### config.mk
export PLATFORM = sky130hd
export DESIGN_NAME = keypad_entry_flat
export DESIGN_NICKNAME = d
export VERILOG_FILES = /design/src/rtl/keypad_if.sv /design/src/rtl/keypad_entry.sv /design/src/flat_wrapper.sv
export SDC_FILE = /design/constraint.sdc
export NUM_CORES = 1
export LEC_CHECK = 0
export ABC_AREA = 1
export ABC_CLOCK_PERIOD_IN_PS = 2120
export CELL_PAD_IN_SITES_DETAIL_PLACEMENT = 0
export CELL_PAD_IN_SITES_GLOBAL_PLACEMENT = 2
export CORE_ASPECT_RATIO = 0.7
export CORE_UTILIZATION = 30
export DETAILED_ROUTE_END_ITERATION = 6
export PLACE_DENSITY = 0.86
export SETUP_SLACK_MARGIN = 0.2
export SYNTH_ARGS = -nofsm -noshare
export SYNTH_HDL_FRONTEND = slang
export SYNTH_SLANG_ARGS = --single-unit
### constraint.sdc
create_clock -name clk -period 2.12 [get_ports clk]
set_clock_uncertainty 0.15 [all_clocks]
set_input_delay 0.424 -clock clk [delete_from_list [all_inputs] [get_ports clk]]
set_output_delay 0.424 -clock clk [all_outputs]
set_load 0.05 [all_outputs]
### src/rtl/keypad_if.sv
// Keypad-to-lock bundle: key strobes and user select in, submitted code and status out.
// master drives the keys (keypad side); slave is the entry block.
interface keypad_if;
  logic        key_valid;
  logic [3:0]  key_code;
  logic        key_clr;
  logic        key_ent;
  logic [1:0]  user_in;
  logic [11:0] PassIn;
  logic        Enter;
  logic [1:0]  user;
  logic [1:0]  digits;
  logic        busy;
  logic        err;
  logic        ovf;
  logic        tmo;

  modport master (
    output key_valid, key_code, key_clr, key_ent, user_in,
    input  PassIn, Enter, user, digits, busy, err, ovf, tmo
  );

  modport slave (
    input  key_valid, key_code, key_clr, key_ent, user_in,
    output PassIn, Enter, user, digits, busy, err, ovf, tmo
  );
endinterface

### src/rtl/keypad_entry.sv
// Collects up to three hex digits from a keypad and submits them to the lock as one code,
// with clear, short-entry error, overflow, idle timeout and a post-submit holdoff.
//
// Handshake: every key input is a one-cycle strobe with no back-pressure. A strobe that
// arrives in SUBMIT or HOLDOFF (busy=1) is dropped. Within one cycle the events are
// prioritised clr > ent > valid > timeout. Enter is a one-cycle strobe to the lock, and
// PassIn/user are stable from that cycle until the next submit.
module keypad_entry #(
  parameter int TIMEOUT_CYC = 1000,
  parameter int HOLDOFF_CYC = 16
) (
  input  logic       clk,
  input  logic       reset_n,
  keypad_if.slave    kp,
  output logic [2:0] dbg_state
);

  localparam int IW = $clog2(TIMEOUT_CYC + 1);
  localparam int HW = $clog2(HOLDOFF_CYC + 1);
  localparam logic [IW-1:0] IDLE_LAST = IW'(TIMEOUT_CYC - 1);
  localparam logic [HW-1:0] HOLD_LAST = HW'(HOLDOFF_CYC - 1);

  typedef enum logic [2:0] {
    IDLE    = 3'd0,
    COLLECT = 3'd1,
    FULL    = 3'd2,
    SUBMIT  = 3'd3,
    HOLDOFF = 3'd4
  } state_t;

  state_t        state, state_n;
  logic [11:0]   work, work_n, pass_q, pass_n;
  logic [1:0]    digits_q, digits_n, user_q, user_n, ulatch, ulatch_n;
  logic [IW-1:0] idle_cnt, idle_n;
  logic [HW-1:0] hold_cnt, hold_n;
  logic          err_q, err_n, ovf_q, ovf_n, tmo_q, tmo_n;

  always_ff @(posedge clk) begin
    if (!reset_n) begin
      state    <= IDLE;
      work     <= '0;
      pass_q   <= '0;
      digits_q <= '0;
      user_q   <= '0;
      ulatch   <= '0;
      idle_cnt <= '0;
      hold_cnt <= '0;
      err_q    <= 1'b0;
      ovf_q    <= 1'b0;
      tmo_q    <= 1'b0;
    end else begin
      state    <= state_n;
      work     <= work_n;
      pass_q   <= pass_n;
      digits_q <= digits_n;
      user_q   <= user_n;
      ulatch   <= ulatch_n;
      idle_cnt <= idle_n;
      hold_cnt <= hold_n;
      err_q    <= err_n;
      ovf_q    <= ovf_n;
      tmo_q    <= tmo_n;
    end
  end

  always_comb begin
    state_n  = state;
    work_n   = work;
    pass_n   = pass_q;
    digits_n = digits_q;
    user_n   = user_q;
    ulatch_n = ulatch;
    idle_n   = '0;
    hold_n   = '0;
    err_n    = 1'b0;
    ovf_n    = 1'b0;
    tmo_n    = 1'b0;
    case (state)
      IDLE: begin
        if (kp.key_clr) begin
          work_n   = '0;
          digits_n = '0;
        end else if (kp.key_ent) begin
          err_n    = 1'b1;
          work_n   = '0;
          digits_n = '0;
        end else if (kp.key_valid) begin
          work_n   = {8'h00, kp.key_code};
          digits_n = 2'd1;
          ulatch_n = kp.user_in;
          state_n  = COLLECT;
        end
      end
      COLLECT, FULL: begin
        if (kp.key_clr) begin
          work_n   = '0;
          digits_n = '0;
          state_n  = IDLE;
        end else if (kp.key_ent) begin
          work_n   = '0;
          digits_n = '0;
          if (state == FULL) begin
            pass_n  = work;
            user_n  = ulatch;
            state_n = SUBMIT;
          end else begin
            err_n   = 1'b1;
            state_n = IDLE;
          end
        end else if (kp.key_valid) begin
          // A fourth digit is refused but still counts as activity for the timeout.
          if (state == FULL) begin
            ovf_n = 1'b1;
          end else begin
            work_n   = {work[7:0], kp.key_code};
            digits_n = digits_q + 2'd1;
            if (digits_q == 2'd2) state_n = FULL;
          end
        end else if (idle_cnt == IDLE_LAST) begin
          tmo_n    = 1'b1;
          work_n   = '0;
          digits_n = '0;
          state_n  = IDLE;
        end else begin
          idle_n = idle_cnt + 1'b1;
        end
      end
      SUBMIT: state_n = HOLDOFF;
      HOLDOFF: begin
        if (hold_cnt == HOLD_LAST) state_n = IDLE;
        else hold_n = hold_cnt + 1'b1;
      end
      default: state_n = IDLE;
    endcase
  end

  assign kp.PassIn = pass_q;
  assign kp.user   = user_q;
  assign kp.digits = digits_q;
  assign kp.Enter  = (state == SUBMIT);
  assign kp.busy   = (state == SUBMIT) || (state == HOLDOFF);
  assign kp.err    = err_q;
  assign kp.ovf    = ovf_q;
  assign kp.tmo    = tmo_q;
  assign dbg_state = state;

endmodule

### src/flat_wrapper.sv
// flat-port wrapper written by rule: the top's interface ports become plain ports
module keypad_entry_flat 
#(
  parameter int TIMEOUT_CYC = 1000,
  parameter int HOLDOFF_CYC = 16
)
  (clk, reset_n, dbg_state, kp_key_valid, kp_key_code, kp_key_clr, kp_key_ent, kp_user_in, kp_PassIn, kp_Enter, kp_user, kp_digits, kp_busy, kp_err, kp_ovf, kp_tmo);
  keypad_if kp_i ();
  input  logic clk;
  input  logic reset_n;
  output logic [2:0] dbg_state;
  input wire logic [$bits(kp_i.key_valid)-1:0] kp_key_valid;
  input wire logic [$bits(kp_i.key_code)-1:0] kp_key_code;
  input wire logic [$bits(kp_i.key_clr)-1:0] kp_key_clr;
  input wire logic [$bits(kp_i.key_ent)-1:0] kp_key_ent;
  input wire logic [$bits(kp_i.user_in)-1:0] kp_user_in;
  output wire logic [$bits(kp_i.PassIn)-1:0] kp_PassIn;
  output wire logic [$bits(kp_i.Enter)-1:0] kp_Enter;
  output wire logic [$bits(kp_i.user)-1:0] kp_user;
  output wire logic [$bits(kp_i.digits)-1:0] kp_digits;
  output wire logic [$bits(kp_i.busy)-1:0] kp_busy;
  output wire logic [$bits(kp_i.err)-1:0] kp_err;
  output wire logic [$bits(kp_i.ovf)-1:0] kp_ovf;
  output wire logic [$bits(kp_i.tmo)-1:0] kp_tmo;
  assign kp_i.key_valid = kp_key_valid;
  assign kp_i.key_code = kp_key_code;
  assign kp_i.key_clr = kp_key_clr;
  assign kp_i.key_ent = kp_key_ent;
  assign kp_i.user_in = kp_user_in;
  assign kp_PassIn = kp_i.PassIn;
  assign kp_Enter = kp_i.Enter;
  assign kp_user = kp_i.user;
  assign kp_digits = kp_i.digits;
  assign kp_busy = kp_i.busy;
  assign kp_err = kp_i.err;
  assign kp_ovf = kp_i.ovf;
  assign kp_tmo = kp_i.tmo;
  keypad_entry #(.TIMEOUT_CYC(TIMEOUT_CYC), .HOLDOFF_CYC(HOLDOFF_CYC)) u_core (.clk(clk), .reset_n(reset_n), .kp(kp_i), .dbg_state(dbg_state));
endmodule
Word-level counts from Yosys, hierarchy flattened --
Cells that the tools add are included.
Operators by class: $add $sub $neg 3, equality and inequality tests 15, bitwise gates (word level) 6, reduce and logical (&&, ||, !) cells 12, muxes and demuxes 38
Operators with widths (count):
- 12-bit two-way mux | 8
- 3-bit two-way mux | 10
- 12-bit case mux with 2 select lines | 1
- 2-bit two-way mux | 9
- 3-bit case mux with 4 select lines | 1
- 4-bit AND reduction | 3
- 10-bit by 1-bit adder with 10-bit output, second input constant | 1
- 10-bit equality test, second input constant | 1
- 5-bit by 4-bit != test with 1-bit output, second input constant | 2
- 5-bit OR reduction | 2
- 1-bit two-way mux | 7
- 7-bit AND reduction | 1
- 3-bit by 2-bit equality test with 1-bit output, second input constant | 2
- 2-bit != test, second input constant | 3
- 1-bit inverter | 6
- 6-bit OR reduction | 1
- 5-bit by 1-bit adder with 5-bit output, second input constant | 1
- 5-bit by 4-bit equality test with 1-bit output, second input constant | 1
- 5-bit != test, second input constant | 1
- 4-bit != test, second input constant | 1
- 2-bit case mux with 2 select lines | 1
- 3-bit by 1-bit equality test with 1-bit output, second input constant | 1
- 3-bit equality test, second input constant | 1
- 3-bit zero test | 1
- other kinds (8) | 8
Word-level totals: bits in registers 51, logic and storage cells 85

Longest topological paths before layout --
word-level depth 7, mapped depth 11, mapped depth without buffers 11

Worst setup path after synthesis --
No wires, ideal clock.
path type reg-to-output, start register u_core.state[1] (netlist: u_core.dbg_state[1]), end output kp_busy, buffers on the path 0, path slack -0.703 ns, data required time 1.546 ns, cell stages (with the launch flop) 5, arrival 2.249 ns, path through dfxtp_1 > nand2_2 > nor2_1 > inv_1 > o21ai_0
On the way: longest elaborated chain between the ends 2, elaborated cells between the ends (all ways) 3
Ends and longest elaborated chain:
- start, declared | line keypad_entry.sv:31 | state_t state, state_n;
- start signal, assigned | line keypad_entry.sv:52 | state <= state_n;
- 3-bit by 2-bit equality test with 1-bit output
- via kp_Enter | line flat_wrapper.sv:18 | output wire logic [$bits(kp_i.Enter)-1:0] kp_Enter;
- 1-bit logical OR | line keypad_entry.sv:141 | assign kp.busy = (state == SUBMIT) || (state == HOLDOFF);
- end, declared | line flat_wrapper.sv:21 | output wire logic [$bits(kp_i.busy)-1:0] kp_busy;
The timed path passes the listed nets, and every way through them passes these cells.

Final worst setup path --
start register u_core.state[1] (netlist: u_core.dbg_state[1]), end output kp_busy
On the way: longest elaborated chain between the ends 2, elaborated cells between the ends (all ways) 3
Ends and longest elaborated chain (line):
- 3-bit by 2-bit equality test with 1-bit output or 3-bit equality test (tied branches) | keypad_entry.sv:141
- 1-bit logical OR (*) | keypad_entry.sv:141
Every way passes the cells marked *; elsewhere a longest branch is shown, timed or not.

==> results.md <==
- Clk root buf: clkbuf_8
- Compound-Gate Fraction of Synth Area: 9.45%
- Post-Synth Simple-Gate Area: 30.6%
- Syn_nets: 326
- Row count: 25
- Main combinational cell family by area after synthesis: simple AND/OR/NAND/NOR gates
- FF/Latch Area: approximately 1000 µm²
- Clk Latency, worst-skew pair: 0.30 ns
- Max-slew violation count: 0
- Num CTS Buffers: 5
- DRC viols: 0
- Area growth from synthesis to layout: 29.2%
- Internal power: ~1800 µW
- Mapped Area: 2240 µm²
- Slew HR: between 60% and 70%
- Minimum clock period: 1.81 ns
- Post-route ant nets: 0
- TritonCTS clock tree: built
- Starting Density: about 32%
- DR WL/cell: 11.6 µm
- Hold Vio Cnt, Final: 0
- Worst Max-Slew Pin Slew: a little over 0.5 ns
- CP Max Fanout: 8
- Worst VDD drop: around 550 µV
- Router iterations before antenna repair: 4
- Net Sw Frac: roughly two fifths
- CP arrival: 1.24 ns
- Largest net degree at the start of global routing: 21
- Share of post-route cells with drive strength above 1: 17.1%
- Crit path required time: between 1.5 and 2 ns
- Unique cell type count in the Yosys netlist: 27
- GPL Wtd Cong: 0.768
- Status: finished, final reports clean
- Initial antenna violation count: 0
- I/O pin cnt: 35
- CP Capture Type: primary output
- Clk sink count: 51
- Synth Area in XOR/XNOR: 1.96%
- GR Overflow Total: 0
- IO Port Bufs: 34
- Final setup vio count: 0
- Reg power frac: 40.8%
- First-pass GRT wire length: ~8.5 mm
- Synth Instances: between 300 and 400
- Clock network fraction of design power: 21.6%
- Final #Nets: 370
- Switching power: 1150 µW
- Worst Hold Class: register to register
- Total chip power: 2900 µW
- Combinational share of power: 37.6%
- Post-synthesis sequential area ratio: a little under half
- Worst hold slack: 0.297 ns
- Period utilisation layout: 85.5%
- Yosys reg bits: 51
- Syn avg cell area: approximately 7.2 µm²
- Number of global-route vias before repair: 1770
- Post-CTS Setup Inserts: 0
- Total of max-cap violations: 0
- Multiplexer share of the synthesized area: 0%
- Fillers: 735
- CTS Buffer Depth: 2
- Diode count: 0
- Die Wd: 105 µm
- Pwr Density: 1000 nW/µm²
- Max stage delay cell, worst path: dfxtp_2
- Die area: 7810 µm²
- CP Launch Type: register
- Critical path's largest stage delay: 0.42 ns
- Die Ht: 74.3 µm
- Crit path kind: register to primary output
- Ys Warns: 0
- Area of the multi-input gates: about 1100 µm²
- Post-synthesis adder-cell area fraction: 2.24%
- Max Clk Rate: approximately 550 MHz
- Vias per cell: 4.37
- Dpl hpwl: about 3.7 mm
- GR Util All Layers: roughly 14%
- Crit-path cells: nand2_2 -> nor2_4 -> inv_1 -> o21ai_2 -> buf_12
- Drt initial violations: between 80 and 90
- Final WL: approximately 5.2 mm
- Worst-path clk slew: 0.09 ns
- Htree depth: 2
- Vias: 1966
- RSZ-0062 raised after global routing: yes
- LEAKAGE: 0.00130 µW
- Core footprint: 6980 µm²
## state kept, by name, summed over array words and instances, names as in the netlist
register and flops:
u_core.kp.user 2, u_core.work 12, u_core.kp.err 1, u_core.dbg_state 3, u_core.kp.ovf 1, u_core.kp.tmo 1, u_core.hold_cnt 5, u_core.kp.PassIn 12
u_core.kp.digits 2, u_core.ulatch 2, u_core.idle_cnt 10
## power by group through the flow
stage / clock [µW] / combinational, µW / sequential, µW
after global routing: 690 / 1220 / 1200
after CTS: 650 / 1080 / 1180
after global placement: 0 / 1110 / 1200
final: 627 / 1090 / 1180
after floorplan: 0 / 578 / 1400
after detailed placement: 0 / 1110 / 1210
## critical path, delay by kind of cell (launching register included)
kind / cells / cell delay, ns
AOI/OAI and AO/OA: 1 / 0.08
and+or+nand+nor: 2 / 0.21
buffers and inverters: 2 / 0.22
DFF: 1 / 0.42
## routing by layer
| layer | global-route usage [%] | wire (µm) | up-vias |
|---|---|---|---|
| li1 | - | - | 1062 |
| met1 | 21.1 | 2980 | 866 |
| met2 | 20.2 | 2030 | 30 |
| met3 | 2.89 | 153 | 8 |
| met4 | 4.69 | 65 | 0 |
| met5 | 0 | 0 | - |
## layout make-up
class	instances	area share [%]
Inverter	45	5.84
Sequential cell	51	35.6
Multi-Input combinational cell	206	36.5
Timing Repair Buffer	46	14.4
Clock buffer	7	3.33
Tap cell	94	4.07
Clock inverter	1	0.260
## metrics by stage
step	setup TNS [ns]	util (%)	worst slack [ns]	std cells	cell area [µm²]
after global placement	-0.288	39.4	-0.0441	441	2750
after detailed placement	-0.144	39.4	-0.0447	441	2750
after CTS	0	40.7	0.263	449	2840
after global routing	0	41.4	0.164	450	2890
after floorplan	0	-	0.236	311	2250
final	0	41.4	0.308	450	2890
## path summary, 6_finish.rpt
| check | start | endpoint | slack [ns] | cells past startpoint |
|---|---|---|---|---|
| min | u_core.hold_cnt[0] | u_core.hold_cnt[0] | 0.30 | 1 |
| min reg2reg | u_core.hold_cnt[0] | u_core.hold_cnt[0] | 0.30 | 1 |
| max reg2reg | u_core.hold_cnt[0] | u_core.dbg_state[1] | 0.34 | 11 |
| max | u_core.dbg_state[1] | kp_busy | 0.31 | 5 |
## placed cells by master, fill, tap and decap left out, types with 2 or more instances in the layout
cell type / n
nor2_1: 51
nand2_1: 50
dfxtp_1: 46
inv_1: 41
nand3_1: 24
a21oi_1: 22
dlygate4sd2_1: 17
buf_4: 17
o21ai_0: 16
clkdlybuf4s50_1: 10
clkbuf_8: 7
nor2_2: 5
nand2_2: 4
inv_2: 4
xor2_1: 4
or2_2: 4
nand3_2: 4
nor3_1: 4
dfxtp_2: 4
nor2_4: 2
nand4_1: 2
nor4_1: 2
ha_1: 2
buf_12: 2
## cells in the mapped netlist
library cell | n | area (µm²)
buf_6 | 2 | 22.5
nor3_1 | 5 | 25.0
o21ai_0 | 17 | 85.1
buf_1 | 1 | 3.75
nand3_1 | 25 | 125
ha_1 | 4 | 50.1
xnor2_1 | 1 | 8.76
dfxtp_1 | 51 | 1020
a21oi_2 | 1 | 8.76
nand3_2 | 3 | 30.0
nand4_1 | 2 | 12.5
inv_2 | 4 | 15.0
o21bai_1 | 1 | 7.51
nor2_4 | 1 | 11.3
or2_2 | 4 | 25.0
nand2_1 | 51 | 191
nand2_2 | 3 | 18.8
nor4_1 | 2 | 12.5
inv_1 | 41 | 154
nor3b_1 | 1 | 7.51
buf_2 | 3 | 15.0
clkbuf_1 | 4 | 15.0
nand3b_1 | 1 | 7.51
nor2_1 | 55 | 206
a21oi_1 | 22 | 110
xor2_1 | 4 | 35.0
nor2_2 | 2 | 12.5
## what timing repair did
| action | 4_1_cts | 5_1_grt |
|---|---|---|
| hold buffers | 0 | 0 |
| gates resized for setup | 18 | 12 |
| endpoints found under the setup margin | 18 | 12 |
| pin swaps | 0 | 7 |
| cloned | 0 | 1 |
## kinds of logic (layout without fill, tap and decap cells)
kind of cell	after synthesis	in the layout
AND/OR/NAND/NOR	155	155
buffers and inverters	55	99
flip-flops	51	51
AO/OA/AOI/OAI	41	42
XOR/XNOR	5	5
adder cells (fa/ha/maj)	4	4
(Power assumes the default switching activity.)
